[config.mk]
export PLATFORM = sky130hd
export DESIGN_NAME = mux4_rr_arbiter
export DESIGN_NICKNAME = d
export VERILOG_FILES = /design/src/rtl/mux4_arb_pkg.sv /design/src/rtl/mux4_rr_arbiter_rr_pick.sv /design/src/rtl/mux4_rr_arbiter.sv
export SDC_FILE = /design/constraint.sdc
export NUM_CORES = 1
export LEC_CHECK = 0
export BUFFER_PORTS_ARGS = -buffer_cell sky130_fd_sc_hd__buf_2
export CAP_MARGIN = 20
export CORE_AREA = 10 10 50 52
export DETAILED_ROUTE_END_ITERATION = 8
export DIE_AREA = 0 0 60 62
export GPL_TIMING_DRIVEN = 0
export PLACE_DENSITY = 0.72
export SETUP_SLACK_MARGIN = 0.02
export SYNTH_ARGS = -nofsm -noshare
export SYNTH_HDL_FRONTEND = slang
export SYNTH_SLANG_ARGS = --single-unit
export TNS_END_PERCENT = 50
[constraint.sdc]
create_clock -name clk -period 2.5 [get_ports clk]
set_input_delay 0.5 -clock clk [delete_from_list [all_inputs] [get_ports clk]]
set_output_delay 0.5 -clock clk [all_outputs]
set_load 0.01 [all_outputs]
[src/rtl/mux4_arb_pkg.sv]
// Shared types and helpers for the 4-requester round-robin mux arbiter.
package mux4_arb_pkg;

    localparam int unsigned N    = 4;
    localparam int unsigned SELW = 2;

    typedef enum logic {
        IDLE  = 1'b0,
        GRANT = 1'b1
    } arb_state_e;

    function automatic logic [N-1:0] onehot(input logic [SELW-1:0] idx);
        logic [N-1:0] v;
        v      = '0;
        v[idx] = 1'b1;
        return v;
    endfunction

endpackage

[src/rtl/mux4_rr_arbiter_rr_pick.sv]
// Combinational round-robin picker: first set bit of req at or after start, wrapping 3->0.
module rr_pick
    import mux4_arb_pkg::*;
(
    input  logic [N-1:0]    req,
    input  logic [SELW-1:0] start,
    output logic            any,
    output logic [SELW-1:0] idx
);

    logic [SELW-1:0] cand;

    always_comb begin
        any  = 1'b0;
        idx  = start;
        cand = start;
        for (int unsigned i = 0; i < N; i++) begin
            // 2-bit add wraps naturally, giving the circular search order
            cand = start + SELW'(i);
            if (!any && req[cand]) begin
                any = 1'b1;
                idx = cand;
            end
        end
    end

endmodule

[src/rtl/mux4_rr_arbiter.sv]
// Round-robin arbiter driving the select of a shared 4:1 mux, with hold-until-release ownership.
// Optional forced release after MAX_HOLD cycles when MUX4_ARB_TIMEOUT_EN is defined.
module mux4_rr_arbiter
    import mux4_arb_pkg::*;
#(
    parameter int unsigned MAX_HOLD = 8
) (
    input  logic            clk,
    input  logic            rst_n,
    input  logic [N-1:0]    req,
    input  logic [N-1:0]    done,
    output logic [N-1:0]    gnt,
    output logic [SELW-1:0] sel,
    output logic            busy,
    output logic            timeout
);

    if (MAX_HOLD < 1 || MAX_HOLD > 255) begin : g_bad_max_hold
        $error("mux4_rr_arbiter: MAX_HOLD must be in 1..255");
    end

    arb_state_e      state_q, state_d;
    logic [SELW-1:0] ptr_q, ptr_d;
    logic [N-1:0]    gnt_q, gnt_d;
    logic [SELW-1:0] sel_q, sel_d;
    logic            busy_q, busy_d;

    logic [N-1:0]    pick_req;
    logic [SELW-1:0] pick_start;
    logic            pick_any;
    logic [SELW-1:0] pick_idx;

    logic            owner_drop;
    logic            owner_rel;
    logic            forced;
    logic            new_grant;

    // One picker serves both IDLE arbitration and the release hand-off
    always_comb begin
        pick_req   = req;
        pick_start = ptr_q;
        if (state_q == GRANT) begin
            pick_req   = req & ~onehot(sel_q);
            pick_start = sel_q + SELW'(1);
        end
    end

    rr_pick u_pick (
        .req   (pick_req),
        .start (pick_start),
        .any   (pick_any),
        .idx   (pick_idx)
    );

    assign owner_drop = done[sel_q] | ~req[sel_q];
    assign owner_rel  = (state_q == GRANT) && (owner_drop || forced);

    always_comb begin
        state_d   = state_q;
        ptr_d     = ptr_q;
        gnt_d     = gnt_q;
        sel_d     = sel_q;
        busy_d    = busy_q;
        new_grant = 1'b0;

        unique case (state_q)
            IDLE: begin
                if (pick_any) begin
                    new_grant = 1'b1;
                end
            end
            GRANT: begin
                if (owner_rel) begin
                    ptr_d = sel_q + SELW'(1);
                    if (pick_any) begin
                        new_grant = 1'b1;
                    end else begin
                        state_d = IDLE;
                        gnt_d   = '0;
                        busy_d  = 1'b0;
                    end
                end
            end
            default: begin
                state_d = IDLE;
            end
        endcase

        if (new_grant) begin
            state_d = GRANT;
            gnt_d   = onehot(pick_idx);
            sel_d   = pick_idx;
            busy_d  = 1'b1;
        end
    end

    always_ff @(posedge clk or negedge rst_n) begin
        if (!rst_n) begin
            state_q <= IDLE;
            ptr_q   <= '0;
            gnt_q   <= '0;
            sel_q   <= '0;
            busy_q  <= 1'b0;
        end else begin
            state_q <= state_d;
            ptr_q   <= ptr_d;
            gnt_q   <= gnt_d;
            sel_q   <= sel_d;
            busy_q  <= busy_d;
        end
    end

`ifdef MUX4_ARB_TIMEOUT_EN
    localparam logic [7:0] HOLD_LAST = 8'(MAX_HOLD - 1);

    logic [7:0] hold_q, hold_d;
    logic       timeout_q, timeout_d;

    // Forced release only fires when the owner has not already let go this edge
    assign forced = (state_q == GRANT) && !owner_drop && (hold_q == HOLD_LAST);

    always_comb begin
        hold_d    = hold_q;
        timeout_d = forced;
        if (new_grant) begin
            hold_d = '0;
        end else if (state_q == GRANT) begin
            hold_d = hold_q + 8'd1;
        end
    end

    always_ff @(posedge clk or negedge rst_n) begin
        if (!rst_n) begin
            hold_q    <= '0;
            timeout_q <= 1'b0;
        end else begin
            hold_q    <= hold_d;
            timeout_q <= timeout_d;
        end
    end

    assign timeout = timeout_q;
`else
    assign forced  = 1'b0;
    assign timeout = 1'b0;
`endif

    assign gnt  = gnt_q;
    assign sel  = sel_q;
    assign busy = busy_q;

endmodule

==> results of run 1 <==
==> flip-flops by register name, indices dropped and copies added (netlist names) <==
signal,cells
busy,1
ptr_q,2
sel,2
gnt,4
state_q,1
==> final cells by class <==
class / instances / area, sq um
fill: 150 / 734
clock buffer: 4 / 36.3
tap: 17 / 21.3
multi-input combinational: 60 / 462
timing repair buffer: 16 / 80.1
inverter: 4 / 15.0
buffer: 2 / 15.0
sequential: 10 / 250
==> where the power goes <==
part / switching, uW / internal [uW] / leakage (uW)
registers: 59.9 / 237 / 0.000120
clock network: 50.8 / 88.2 / 0.0000210
logic: 387 / 325 / 0.000279
total: 498 / 650 / 0.000420
==> cell usage in the layout (no fill, tap or decap) <==
cell       instances
o21ai_1            1
buf_2             16
o2bb2ai_1          2
o2111ai_1          1
and2_1             1
a21boi_2           1
ha_1               4
mux2i_1            1
nor4_1             1
a21oi_2            1
a32oi_1            2
inv_1              3
mux2_2             2
a31oi_1            1
dfrtp_1           10
clkbuf_8           1
nand2_1           11
o31ai_1            1
or2_4              1
inv_2              1
o22ai_4            1
a32o_1             1
o31ai_4            1
a22o_1             3
nand3b_1           1
nand2b_1           9
clkbuf_4           3
nor2_1             3
mux4_2             1
nor3_1             1
a21bo_2            2
buf_4              2
o21ai_0            3
a21boi_1           2
conb_1             1
==> cell families (layout without fill, tap and decap cells) <==
kind of cell               count (synthesis)  count (layout)  synth area share (%)
and+or+nand+nor                           28              28                  19.2
other                                      1               1                 0.505
muxes                                      4               4                  7.42
adders and majority gates                  4               4                  6.75
DFF                                       10              10                  33.7
buffers and inverters                      6              26                  4.05
AOI/OAI and AO/OA                         23              23                  28.3
==> worst min-delay path by stage <==
stage / to / slack [ns] / depth (start not counted) / start
2_1_floorplan: busy$_DFFE_PN0P_ / 0.20 / 0 / rst_n
3_3_place_gp: gnt[1]$_DFFE_PN0P_ / 0.36 / 1 / rst_n
3_5_place_dp: gnt[1]$_DFFE_PN0P_ / 0.37 / 1 / rst_n
4_1_cts: ptr_q[0]$_DFFE_PN0P_ / 0.08 / 1 / rst_n
5_1_grt: gnt[3]$_DFFE_PN0P_ / 0.09 / 1 / rst_n
6_report: gnt[1]$_DFFE_PN0P_ / 0.09 / 1 / rst_n
==> metrics by stage <==
stage / power (uW) / worst slack [ns] / cells / utilization, % / area [sq um]
after floorplan: 845 / 0.573 / 76 / - / 742
after global placement: 998 / 0.417 / 109 / 52.2 / 843
after detailed placement: 1020 / 0.352 / 109 / 52.2 / 843
after CTS: 1170 / 0.337 / 113 / 54.5 / 880
after global routing: 1270 / 0.160 / 113 / 54.5 / 880
final: 1150 / 0.322 / 113 / 54.5 / 880
==> Yosys cell counts, drive strengths merged <==
cell     count  area, sq um
a21bo        2         20.0
a21boi       3         26.3
a21oi        1         8.76
a22o         3         26.3
a31oi        1         6.26
a32o         1         10.0
a32oi        2         17.5
and2         1         6.26
buf          2         15.0
conb         1         3.75
dfrtp       10          250
ha           4         50.1
inv          4         15.0
mux2         2         22.5
mux2i        1         10.0
mux4         1         22.5
nand2       11         41.3
nand2b       9         56.3
nand3b       1         7.51
nor2         3         11.3
nor3         1         5.00
nor4         1         6.26
o2111ai      1         8.76
o21ai        4         20.0
o22ai        1         20.0
o2bb2ai      2         17.5
o31ai        2         28.8
or2          1         8.76
==> per-layer routing <==
layer / vias to the layer above / wire length, um / track usage, %
li1: 315 / - / -
met3: 4 / 143 / 3.25
met4: 0 / 29 / 6.73
met5: - / 0 / 0
met2: 19 / 697 / 14.3
met1: 286 / 711 / 10.7
==> results_dict.tcl, run 1 <==
set metrics [dict create \
    status "complete, no violations" \
    slew_headroom_pct 61.5 \
    drt_first_pass_iters 4 \
    ys_seq_area_share_pct 33.7 \
    path_class "register to register" \
    vias_per_cell 5.52 \
    r2r_slack_ns 0.32 \
    min_path_type "primary input to async pin" \
    finalSetupViolations 0 \
    root_buffer "clkbuf_4" \
    syn2layout_area_growth_pct 18.5 \
    syn-instance-count 76 \
    fin_crit_sh_pct 87.1 \
    fmax_ghz 0.459 \
    antenna_found_initial 0 \
    finalWeightedCongestion 0.809 \
    drtAntennaViolNets 0 \
    max_stage_delay_ns 0.49 \
    yosysWarnings 0 \
    start_kind "register" \
    drcViolationCount 0 \
    tns_ns 0 \
    synth_nets 90 \
    critPathBufInv 1 \
    cp_data_arrival_time_ns 2.32 \
    rows 15 \
    final_nets 111 \
    drive_gt1_share_pct 34.4 \
    rsz0062_at_grt "false" \
    r2r_start "sel[0]$_DFFE_PN0P_" \
    hpwl_mm 1.33 \
    syn_area_sq_um 742 \
    startpoint "sel[0]$_DFFE_PN0P_" \
    post_cts_resized 0 \
    wl_mm 1.58 \
    track_usage_pct 9.37 \
    drt-initial-drc-count 4 \
    fp.dieW_um 60 \
    p_per_area_nw_per_um2 1310 \
    syn_area_per_cell_sq_um 9.76 \
    clkTransAtPathRegs_ns 0.06 \
    die_area_sq_um 3720 \
    port_buffers 16 \
    grt_pass1_vias 649 \
    cts_hold_buf 0 \
    routed-via-count 624 \
    slowest_stage "dfrtp_1" \
    drv_slew 0 \
    cp_top_family "compound AO/OA/AOI/OAI gates" \
    clock_latency_ns 0.26 \
    die-height_um 62 \
    wl_per_cell_um 14.0 \
    pin_count 18 \
    n_antenna_cell 0 \
    r2r_cells 6 \
    core_sq_um 1610 \
    cap_violations 0 \
    cp.required_ns 2.65 \
    cts_buffers 3 \
    cts_sinks 10 \
    tightestPinTransition_ns 0.576 \
    cts_setup_buffers 0 \
    holdWs_ns 0.0851 \
    cp.depth 6 \
    r2r_end "gnt[0]$_DFFE_PN0P_" \
    crit_path_end_kind "register" \
    h-tree-depth 1 \
    grt_max_degree 11 \
    p_leak_uw 0.000420 \
    crit_end "gnt[0]$_DFFE_PN0P_" \
    grt_overflow 0 \
    worstPathMaxFanout 8 \
    ys_ff_latch 10 \
    report.final.hold_viol_count 0 \
    fin_crit_ns 2.18 \
    worst_ir_drop_vdd_v 0.000630 \
    cts_tree "built" \
    ctsLongestPathBuffers 2 \
    grt_pass1_wl_mm 2.76 \
    synthDistinctLibCells 32 \
    start_util_pct 46.0 \
    skew_ns 0.00152 \
    path_cells "inv_2 > ha_1 > mux2i_1 > a31oi_1 > a32o_1 > a22o_1" \
]
(Power assumes the default switching activity.)
==> run 2: changes to the inputs <==
CORE_AREA = 10 10 49 51   (was 10 10 50 52)
DIE_AREA = 0 0 59 61   (was 0 0 60 62)
PLACE_DENSITY = 0.71   (was 0.72)
SYNTH_HIERARCHICAL = 1   (was not set)
==> run 2 against run 1 <==
Against the previous run:
- sequential share of layout area is 2.9 points higher
- total power is 7.2% lower
- count of clock-buffer cells in the layout down 1
- first-iteration DRC count increased by 50%
- synthesized cell count is 16% lower
- global-route usage shrank 0.35 points
- sequential power down 1%
- largest power group unchanged
==> results_dict.tcl, run 2 <==
set metrics [dict create \
    pin_count 18 \
    top_layer_used "met4" \
    syn_area_per_cell_sq_um 10.5 \
    synth_edf_count 0 \
    hpwl_mm 1.17 \
    sw_frac_of_total_pct 42.1 \
    root_buffer "clkbuf_4" \
    min_path_type "primary input to async pin" \
    n_antenna_cell 0 \
    antenna_found_initial 0 \
    path_class "register to register" \
    drt-initial-drc-count 6 \
    p_int_uw 617 \
    ctsLongestPathBuffers 2 \
    synthDistinctLibCells 31 \
    clkPwrFrac_pct 9.7 \
    synth_area_leaders "dfrtp_1, ha_1, mux2i_1" \
    track_usage_pct 9.02 \
    post_cts_resized 0 \
    syn-instance-count 64 \
    final_common_cell "buf_2" \
    ys_ff_latch 10 \
    routed-via-count 526 \
    drtAntennaViolNets 0 \
    clkTransAtPathRegs_ns 0.06 \
    r2r_cells 7 \
    synth.largest_area_cell "dfrtp_1" \
    h-tree-depth 1 \
    wl_met1_um 617 \
    r2r_start "sel[0]$_DFFE_PN0P_" \
    syn_area_sq_um 674 \
    wl_per_cell_um 14.1 \
    finalWeightedCongestion 0.748 \
    r2r_slack_ns 0.26 \
    worstPathMaxFanout 10 \
    report.final.hold_viol_count 0 \
    vias_per_cell 5.31 \
    comb_power_share_pct 62.8 \
    crit_end "gnt[2]$_DFFE_PN0P_" \
    clock_latency_ns 0.26 \
    rows 14 \
    crit_path_end_kind "register" \
    synth_top_area_share_pct 37.1 \
    met3WireLength_um 180 \
    fp.dieW_um 59 \
    power.share.sequential_pct 27.5 \
    cap_violations 0 \
    wl_mm 1.40 \
    port_buffers 16 \
    finalSetupViolations 0 \
    drv_slew 0 \
    die-height_um 61 \
    largest_reg_flops 4 \
    core_sq_um 1470 \
    start_util_pct 45.8 \
    r2r_end "gnt[2]$_DFFE_PN0P_" \
    synthFlopType "dfrtp_1" \
    async_reset_ff_share_pct 100 \
    p_per_area_nw_per_um2 1340 \
    cts_sinks 10 \
    dpl-instance-area_sq_um 774 \
    yosysWarnings 6 \
    fin_crit_ns 2.24 \
    wl_met2_um 567 \
    synth_nets 78 \
    cts_tree "built" \
    start_kind "register" \
    synth.most_common_cell "dfrtp_1" \
    fin_ws_ns 0.256 \
    drcViolationCount 0 \
    grt_max_degree 11 \
    tns_ns 0 \
    rsz0062_at_grt "false" \
    final_cell_area_sq_um 797 \
    cts_setup_buffers 0 \
    startpoint "sel[0]$_DFFE_PN0P_" \
    syn2layout_area_growth_pct 18.2 \
    drt_first_pass_iters 4 \
    final_nets 99 \
    slew_headroom_pct 67.3 \
    cp.required_ns 2.65 \
    p_sw_uw 449 \
    cts_buffers 3 \
    fin_crit_sh_pct 89.7 \
    cts_hold_buf 0 \
    tightestPinTransition_ns 0.487 \
    drive_gt1_share_pct 33.7 \
    worst_ir_drop_vdd_v 0.000738 \
    pre_cts_ws_ns 0.275 \
    cp_data_arrival_time_ns 2.39 \
    mostFrequentLayoutCells "buf_2, dfrtp_1, inv_1, mux2i_1" \
    ys_top_cells_by_count "dfrtp_1, inv_1, mux2i_1" \
    grt_pass1_vias 560 \
    grt_pass1_wl_mm 2.53 \
    p_leak_uw 0.000436 \
    grt_overflow 0 \
    ys_seq_area_share_pct 37.1 \
    status "complete, no violations" \
    fmax_ghz 0.446 \
    skew_ns 0.00572 \
    die_area_sq_um 3600 \
]
-- run 2: how the worst min path moves through the flow --
| stage | from | endpoint | slack [ns] | depth (start not counted) |
|---|---|---|---|---|
| after floorplan | rst_n | busy$_DFFE_PN0P_ | 0.20 | 0 |
| after global placement | rst_n | busy$_DFFE_PN0P_ | 0.36 | 1 |
| after detailed placement | rst_n | busy$_DFFE_PN0P_ | 0.37 | 1 |
| after CTS | rst_n | gnt[2]$_DFFE_PN0P_ | 0.09 | 1 |
| after global routing | rst_n | ptr_q[0]$_DFFE_PN0P_ | 0.1 | 1 |
| final | rst_n | gnt[2]$_DFFE_PN0P_ | 0.09 | 1 |
-- run 2: area by class of cell --
| type | count | area (sq um) |
|---|---|---|
| plain buffers | 3 | 22.5 |
| clock buffers | 3 | 22.5 |
| fillers | 142 | 674 |
| inverters | 6 | 22.5 |
| multi-input cells | 45 | 379 |
| flip-flops and latches | 10 | 250 |
| well taps | 16 | 20.0 |
| repair buffers | 16 | 80.1 |
-- run 2: power by group through the flow --
stage	combinational (uW)	sequential [uW]	clock, uW
floorplan	496	310	0
global placement	663	295	0
detailed placement	676	295	0
CTS	677	294	108
global route	763	305	114
finish	670	293	103
-- run 2: critical path, cell delays in order (launching register included) --
cell      delay [ns]
dfrtp_1         0.50
inv_1           0.14
ha_1            0.33
mux2_2          0.32
or3_1           0.37
nand4b_1        0.11
nand2_1         0.11
a32o_2          0.26
-- run 2: kinds of logic after synthesis --
logic type	after synthesis	share of synthesized area [%]
other cells	1	0.556
buf+inv	9	6.68
compound gates	14	18.4
simple gates	19	18.6
flops	10	37.1
fa+ha+maj	4	7.42
mux	7	11.3
-- run 2: routing by layer --
metal,track usage (%),vias up
li1,-,269
met2,12.3,17
met4,4.92,0
met3,5.22,4
met1,10.8,236
met5,0,-
-- run 2: through the flow --
stage | cells | util, % | hold WS (ns) | power (uW)
2_1_floorplan | 64 | - | 0.204 | 806
3_3_place_gp | 96 | 52.6 | 0.364 | 958
3_5_place_dp | 96 | 52.6 | 0.367 | 971
4_1_cts | 99 | 54.2 | 0.0905 | 1080
5_1_grt | 99 | 54.2 | 0.0973 | 1180
6_report | 99 | 54.2 | 0.0899 | 1070
==> run 3: changes to the inputs <==
CORE_AREA = 10 10 47 49   (was 10 10 49 51)
DIE_AREA = 0 0 57 59   (was 0 0 59 61)
PLACE_DENSITY = 0.77   (was 0.71)
SKIP_CTS_REPAIR_TIMING = 1   (was not set)
clock period = 2.7 ns   (was 2.5 ns; I/O delays follow)
==> run 3 against run 2 <==
Against the previous run:
- wire length increased by 13%
- non-clock buffer count unchanged
- clock skew decreased by 0.0034 ns
- cell count increased by 1.0%
- sequential power decreased by 5%
- first-iteration DRC count increased by 17%
- largest cell class unchanged
- sequential share of layout area decreased by 0.53 points
==> results_dict.tcl, run 3 (synthesized netlist as in run 2, its figures left out) <==
set metrics [dict create \
    status "complete, no violations" \
    wl_met1_um 663 \
    cts_buffers 3 \
    drtAntennaViolNets 0 \
    report.final.hold_viol_count 0 \
    routed-via-count 554 \
    cp.required_ns 2.86 \
    skew_ns 0.00230 \
    cap_violations 0 \
    track_usage_pct 9.27 \
    drt-initial-drc-count 7 \
    vias_per_cell 5.54 \
    start_kind "register" \
    cp_data_arrival_time_ns 2.41 \
    r2r_end "gnt[2]$_DFFE_PN0P_" \
    syn2layout_area_growth_pct 20.2 \
    grt_pass1_vias 582 \
    die_area_sq_um 3360 \
    fp.dieW_um 57 \
    largest_reg_flops 4 \
    drive_gt1_share_pct 34.5 \
    clock_latency_ns 0.27 \
    slew_headroom_pct 66.8 \
    p_sw_uw 447 \
    power.share.sequential_pct 26.5 \
    clkPwrFrac_pct 13.0 \
    port_buffers 16 \
    h-tree-depth 1 \
    cp_top_family "simple AND/OR/NAND/NOR gates" \
    grt_max_degree 11 \
    wl_met2_um 761 \
    final_core_util_pct 57.9 \
    antenna_found_initial 0 \
    fmax_ghz 0.445 \
    fin_crit_ns 2.25 \
    drv_slew 0 \
    fin_crit_sh_pct 83.2 \
    final_nets 99 \
    rows 14 \
    r2r_slack_ns 0.45 \
    mostFrequentLayoutCells "buf_2, dfrtp_1, inv_1, mux2i_1" \
    rsz0062_at_grt "false" \
    start_util_pct 48.1 \
    comb_power_share_pct 60.5 \
    worstPathMaxFanout 10 \
    path_cells "inv_1 > ha_1 > mux2_2 > or3_1 > nand4b_1 > nand2_1 > a32o_2" \
    ctsLongestPathBuffers 2 \
    worst_ir_drop_vdd_v 0.000669 \
    hpwl_mm 1.25 \
    sw_frac_of_total_pct 42.6 \
    fin_ws_ns 0.453 \
    final_common_cell "buf_2" \
    wl_mm 1.58 \
    pre_cts_ws_ns 0.465 \
    slowest_stage "dfrtp_1" \
    grt_overflow 0 \
    drcViolationCount 0 \
    finalWeightedCongestion 0.717 \
    r2r_start "sel[0]$_DFFE_PN0P_" \
    met3WireLength_um 137 \
    n_antenna_cell 0 \
    path_class "register to register" \
    core_sq_um 1400 \
    finalSetupViolations 0 \
    clkTransAtPathRegs_ns 0.07 \
    tns_ns 0 \
    tightestPinTransition_ns 0.494 \
    min_path_type "primary input to async pin" \
    p_int_uw 601 \
    pin_count 18 \
    grt_pass1_wl_mm 2.57 \
    drt_first_pass_iters 4 \
    critPathBufInv 1 \
    p_leak_uw 0.000444 \
    p_per_area_nw_per_um2 1290 \
    cts_tree "built" \
    die-height_um 59 \
    r2r_cells 7 \
    top_layer_used "met4" \
    holdWs_ns 0.113 \
    wl_per_cell_um 15.8 \
    max_stage_delay_ns 0.51 \
    cts_sinks 10 \
    root_buffer "clkbuf_4" \
    crit_path_end_kind "register" \
]
## run 3: final cells by class
class / count / area (sq um)
Buffer: 3 / 22.5
Clock buffer: 4 / 36.3
Fill cell: 136 / 591
Inverter: 6 / 22.5
Multi-Input combinational cell: 45 / 379
Sequential cell: 10 / 250
Tap cell: 16 / 20.0
Timing Repair Buffer: 16 / 80.1
## run 3: metrics by stage
step	power (uW)	std cells	instance area, sq um
floorplan	747	64	674
global route	1130	100	811
CTS	1060	100	811
global placement	880	96	774
detailed placement	913	96	774
finish	1050	100	811
## run 3: layer usage
layer,vias to the layer above,global-route usage (%)
li1,271,-
met1,257,9.95
met2,23,16.3
met3,3,3.65
met4,0,3.02
met5,-,0
## run 3: how the worst max path moves through the flow
stage | slack (ns) | endpoint | start | cells after the start
after detailed placement | 0.46 | gnt[2]$_DFFE_PN0P_ | sel[0]$_DFFE_PN0P_ | 7
after global routing | 0.33 | gnt[1]$_DFFE_PN0P_ | sel[0]$_DFFE_PN0P_ | 8
after CTS | 0.45 | gnt[2]$_DFFE_PN0P_ | sel[0]$_DFFE_PN0P_ | 7
final | 0.45 | gnt[2]$_DFFE_PN0P_ | sel[0]$_DFFE_PN0P_ | 7
after floorplan | 0.62 | gnt[2]$_DFFE_PN0P_ | sel[0]$_DFFE_PN0P_ | 7
after global placement | 0.51 | gnt[2]$_DFFE_PN0P_ | sel[0]$_DFFE_PN0P_ | 7
## run 3: power groups by stage
| stage | Combinational [uW] | Clock, uW | Sequential [uW] |
|---|---|---|---|
| after global placement | 607 | 0 | 273 |
| final | 634 | 136 | 278 |
| after global routing | 697 | 143 | 289 |
| after detailed placement | 632 | 0 | 281 |
| after floorplan | 459 | 0 | 287 |
| after CTS | 639 | 138 | 279 |
